<file path="config.mk">
export PLATFORM = sky130hd
export DESIGN_NAME = ip_session_initiator
export DESIGN_NICKNAME = d
export VERILOG_FILES = /design/src/rtl/ip_session_initiator.sv
export SDC_FILE = /design/constraint.sdc
export NUM_CORES = 1
export LEC_CHECK = 0
export CAP_MARGIN = 10
export CELL_PAD_IN_SITES_DETAIL_PLACEMENT = 1
export CELL_PAD_IN_SITES_GLOBAL_PLACEMENT = 2
export CORE_MARGIN = 1
export CORE_UTILIZATION = 25
export CTS_BUF_LIST = sky130_fd_sc_hd__clkbuf_16
export CTS_CLUSTER_DIAMETER = 120
export DETAILED_ROUTE_END_ITERATION = 8
export PLACE_DENSITY_LB_ADDON = 0.1
export RECOVER_POWER = 100
export SLEW_MARGIN = 25
export SYNTH_ARGS = -nofsm -noshare
export SYNTH_HDL_FRONTEND = slang
export SYNTH_SLANG_ARGS = --single-unit
</file>
<file path="constraint.sdc">
create_clock -name clk -period 2.2 [get_ports clk]
set_clock_uncertainty 0.1 [all_clocks]
set_input_delay 0.55 -clock clk [delete_from_list [all_inputs] [get_ports clk]]
set_output_delay 0.55 -clock clk [all_outputs]
set_load 0.05 [all_outputs]
</file>
<file path="src/rtl/ip_session_initiator.sv">
// Initiator for the ip_enable / req_disable / ack / idle session handshake, with wait timeouts.
// Define IP_SESSION_AUTOSTOP_EN to end the active phase automatically after ACTIVE_MAX cycles.
module ip_session_initiator #(
  parameter int unsigned TIMEOUT    = 16,
  parameter int unsigned ACTIVE_MAX = 256
) (
  input  logic clk,
  input  logic sync_rst,
  input  logic start,
  input  logic stop,
  input  logic err_clr,
  input  logic idle,
  input  logic ack,
  output logic ip_enable,
  output logic req_disable,
  output logic busy,
  output logic done,
  output logic err
);

  localparam int unsigned TW = $clog2(TIMEOUT + 1);

  if (TIMEOUT < 1) begin : g_timeout_chk
    $error("TIMEOUT must be >= 1");
  end
  if (ACTIVE_MAX < 1) begin : g_active_max_chk
    $error("ACTIVE_MAX must be >= 1");
  end

  typedef enum logic [2:0] {
    StIdle, StEnReq, StWaitEn, StActive, StDisReq, StWaitIdle, StDone, StErr
  } state_e;

  state_e          state_q, state_d;
  logic [TW-1:0]   tmo_cnt_q, tmo_cnt_d;
  logic            stop_pend_q, stop_pend_d;
  logic            tmo_hit;
  logic            wait_st;
  logic            auto_stop;

  // Hit on the last permitted wait cycle, so each wait lasts at most TIMEOUT cycles.
  assign tmo_hit = (tmo_cnt_q == TW'(TIMEOUT - 1));
  assign wait_st = (state_q == StWaitEn) || (state_q == StDisReq) || (state_q == StWaitIdle);

`ifdef IP_SESSION_AUTOSTOP_EN
  localparam int unsigned AW = $clog2(ACTIVE_MAX + 1);

  logic [AW-1:0] act_cnt_q, act_cnt_d;

  // Held at zero outside the active phase, so it starts from zero on every entry.
  assign act_cnt_d = (state_q == StActive) ? act_cnt_q + AW'(1) : '0;
  assign auto_stop = (state_q == StActive) && (act_cnt_q == AW'(ACTIVE_MAX - 1));

  always_ff @(posedge clk) begin
    if (sync_rst) begin
      act_cnt_q <= '0;
    end else begin
      act_cnt_q <= act_cnt_d;
    end
  end
`else
  assign auto_stop = 1'b0;
`endif

  always_comb begin
    state_d     = state_q;
    stop_pend_d = stop_pend_q;
    unique case (state_q)
      StIdle: begin
        stop_pend_d = 1'b0;
        if (start && idle) state_d = StEnReq;
      end
      StEnReq: begin
        if (stop) stop_pend_d = 1'b1;
        state_d = StWaitEn;
      end
      StWaitEn: begin
        if (stop) stop_pend_d = 1'b1;
        if (!idle)        state_d = StActive;
        else if (tmo_hit) state_d = StErr;
      end
      StActive: begin
        // A stop requested during enable is honoured after exactly one active cycle.
        stop_pend_d = 1'b0;
        if (stop || stop_pend_q || auto_stop) state_d = StDisReq;
      end
      StDisReq: begin
        if (ack)          state_d = StWaitIdle;
        else if (tmo_hit) state_d = StErr;
      end
      StWaitIdle: begin
        if (idle)         state_d = StDone;
        else if (tmo_hit) state_d = StErr;
      end
      StDone:  state_d = StIdle;
      StErr: begin
        if (err_clr) state_d = StIdle;
      end
      default: state_d = StIdle;
    endcase
  end

  always_comb begin
    tmo_cnt_d = tmo_cnt_q;
    if (state_d != state_q) begin
      tmo_cnt_d = '0;
    end else if (wait_st) begin
      tmo_cnt_d = tmo_cnt_q + TW'(1);
    end
  end

  always_ff @(posedge clk) begin
    if (sync_rst) begin
      state_q     <= StIdle;
      tmo_cnt_q   <= '0;
      stop_pend_q <= 1'b0;
    end else begin
      state_q     <= state_d;
      tmo_cnt_q   <= tmo_cnt_d;
      stop_pend_q <= stop_pend_d;
    end
  end

  assign ip_enable   = (state_q == StEnReq);
  assign req_disable = (state_q == StDisReq);
  assign done        = (state_q == StDone);
  assign err         = (state_q == StErr);
  assign busy        = (state_q != StIdle) && (state_q != StErr);

endmodule

</file>
==> impl_metrics.toml <==
[yosys]
synth_area_um2 = 589
synth.avg_cell_area_um2 = 8.18
synth.yosys.seq_area_share = 0.306
synthesis.nets = 81
gate_count_post_synth = 72
synth.ff_latch_count = 9
yosysWarningCount = 0
synth.distinct_cells = 35

[cells_and_area]
area.growth.synth_to_final_pct = 76.2
finish.cell_count_without_fillers = 127
multi_input_comb_area_um2 = 475
final_layout_size_suffix_gt1_frac = 0.434
diodes_inserted = 0
register_area_um2 = 184
fillers = 263
num-nets-final = 109

[timing]
slew_headroom = 0.671
setup_viol = 0
rsz0062_at_grt = "yes"
total_negative_slack_ps = 0
finalCritPeriodShare = 0.978
hold_violations = 0
timing_worst_slew_pin_value_ps = 490
final_period_minus_worst_setup_slack_ps = 2150
slew_viol_final = 0
max_freq_mhz = 465

[power_and_ir_drop]
share_clk_of_total_power = 0.283
power-per-cell-area_mw_per_mm2 = 1080
p_total_mw = 1.12
switching_share = 0.381
power.static_leakage_nw = 0.406
seq_power_share = 0.230
power_frac_comb = 0.487
switchingPower_mw = 0.427
power.ir.vdd_worst_mv = 0.653
cellInternalPower_mw = 0.693

[min_path]
holdCritPathClass = "reg -> reg"

[routing]
routed_via_density = 5.01
dr.pass1.iters = 3
post-route-drc-count = 0
drt-initial-drc-count = 4
avgRoutedWirePerCell_um = 14.1
postRouteWirelength_um = 1790
dr_total_vias = 636
detail-route-antenna-nets = 0

[floorplanning]
floorplan.die_area_mm2 = 0.00256
start_util = 0.266
ios = 12
die_h_um = 50.6
core_area_mm2 = 0.00221
fp-row-count = 17
die_w_um = 50.6

[worst_setup_path]
timing.critical_path.cells = "clkdlybuf4s50_1 > or4_4 > a41oi_2 > a221o_1 > buf_6 > nor3_1"
crit_slowest_cell = "or4_4"
critical_path_buf_inv_count = 2
cpLargestDelayFamily = "buffers and inverters"
critPathMaxFanout = 3
worst-r2r-setup-slack_ps = 50
arrival_ps = 2150
critPathLaunchType = "input pin"
criticalPathCategory = "in -> reg"
setup.worst_path.end_class = "flip-flop"
max_stage_delay_ps = 510
crit_required_ps = 2200

[clock_tree]
clockRootBuffer = "clkbuf_16"
cts_inserted_buffers = 3
ctsHtreeMaxLevel = 1
clock_sink_count = 9
clock_latency_on_the_worst_skew_pair_ps = 230
clkSlewWorstSetupHoldPaths_ps = 40
cts_tree = "done"
cts.path.max_buffers = 2

[global_route]
maximum_number_of_pins_on_one_net_before_global_route_repair = 14
grt_use_total = 0.171
globalRoute.totalOverflow = 0
via_count_of_the_first_global_routing_pass = 665
grt_pass1_wl_um = 3150
grt_antenna_before_repair = 0

[placement]
io_buffer_count = 11
gp_congestion = 0.704
placed_cells = 118
dp_hpwl_um = 1310

[run_status]
run_status = "completed"

[flow_run]
maxCapViolCount = 0
[path summary, 6_finish.rpt]
check,startpoint,to,cells after the start
worst max register to register,tmo_cnt_q[0],tmo_cnt_q[0],10
worst max-delay path,ack,tmo_cnt_q[0],6
worst min register to register,state_q[2],state_q[2],2
worst min-delay path,state_q[2],state_q[2],2
[cells by family (layout without fill, tap and decap cells)]
group / after synthesis / count (layout) / synth area share
DFF: 9 / 9 / 0.306
buffers and inverters: 5 / 32 / 0.0467
muxes: 1 / 1 / 0.0170
and+or+nand+nor: 33 / 33 / 0.299
AOI/OAI and AO/OA: 18 / 18 / 0.229
adders and majority gates: 2 / 2 / 0.0425
xor gates and xnor gates: 4 / 4 / 0.0595
[worst register-to-register path, delay by kind of cell, from the launching register on]
| family | cells | cell delay, ps |
|---|---|---|
| adders and majority gates | 2 | 320 |
| DFF | 1 | 330 |
| and+or+nand+nor | 4 | 580 |
| AOI/OAI and AO/OA | 2 | 460 |
| buffers and inverters | 2 | 270 |
[power by group through the flow]
| stage | logic, mW | registers [mW] | clock network, mW |
|---|---|---|---|
| floorplan | 0.321 | 0.220 | 0 |
| global placement | 0.470 | 0.253 | 0 |
| detailed placement | 0.471 | 0.256 | 0 |
| CTS | 0.521 | 0.257 | 0.326 |
| global route | 0.602 | 0.266 | 0.333 |
| finish | 0.545 | 0.258 | 0.317 |
[per-layer routing]
layer,up-vias,share of wire,global-route usage
met4,0,0.035,0.111
met3,7,0.030,0.0394
met2,13,0.45,0.256
met1,303,0.49,0.218
li1,313,-,-
met5,-,0,0
[registers in the layout, summed over array words and instances (netlist names)]
signal,flops
state_q,3
tmo_cnt_q,5
stop_pend_q,1
[stage by stage]
step	hold slack (ps)	cell area [um^2]	util	setup WS, ps
2_1_floorplan	399	597	-	-74.4
3_3_place_gp	420	835	0.377	-225
3_5_place_dp	429	835	0.377	-245
4_1_cts	438	1020	0.461	1.61
5_1_grt	463	1040	0.469	-50.8
6_report	437	1040	0.469	48.9
[final cells by class]
class	instances	area share
Sequential cell	9	0.177
Tap cell	28	0.0337
Clock inverter	1	0.00361
Multi-Input combinational cell	58	0.458
Clock buffer	3	0.0723
Inverter	2	0.00723
Timing Repair Buffer	26	0.248
[cells in the final DEF, fill, tap and decap left out, types with 3 or more instances in the layout]
cell / count
nand2_1: 5
o21ai_0: 3
nor2_1: 7
buf_12: 3
clkdlybuf4s50_1: 5
clkbuf_16: 3
inv_1: 3
buf_4: 14
xor2_1: 3
nor3_1: 6
dfxtp_2: 3
dfxtp_1: 6
[cells in the mapped netlist]
| cell type | instances | area (um^2) |
|---|---|---|
| a2111oi_2 | 1 | 15.0 |
| a21boi_0 | 1 | 7.51 |
| a21o_1 | 2 | 15.0 |
| a21oi_1 | 2 | 10.0 |
| a21oi_2 | 1 | 8.76 |
| a221o_1 | 1 | 10.0 |
| a41oi_1 | 1 | 8.76 |
| and2_1 | 2 | 12.5 |
| and3_1 | 1 | 6.26 |
| buf_2 | 1 | 5.00 |
| buf_6 | 1 | 11.3 |
| clkbuf_1 | 1 | 3.75 |
| dfxtp_1 | 9 | 180 |
| ha_1 | 2 | 25.0 |
| inv_1 | 2 | 7.51 |
| mux2i_1 | 1 | 10.0 |
| nand2_1 | 6 | 22.5 |
| nand2b_1 | 1 | 6.26 |
| nand3b_1 | 1 | 7.51 |
| nand4_1 | 1 | 6.26 |
| nor2_1 | 7 | 26.3 |
| nor2b_1 | 1 | 6.26 |
| nor3_1 | 8 | 40.0 |
| nor3b_1 | 1 | 7.51 |
| o21a_1 | 1 | 7.51 |
| o21ai_0 | 5 | 25.0 |
| o21ai_2 | 1 | 8.76 |
| o21ba_2 | 1 | 10.0 |
| o41ai_1 | 1 | 8.76 |
| or2b_1 | 1 | 7.51 |
| or3_4 | 1 | 11.3 |
| or3b_2 | 1 | 8.76 |
| or4_1 | 1 | 7.51 |
| xnor2_1 | 1 | 8.76 |
| xor2_1 | 3 | 26.3 |
[repair_timing]
item | 4_1_cts | 5_1_grt
setup buffers | 6 | 0
hold buffers | 0 | 0
pin swaps | 5 | 7
setup endpoints to repair | 5 | 6
resized for setup | 16 | 7
endpoints found under the hold margin | 0 | 0
(Power assumes the default switching activity.)
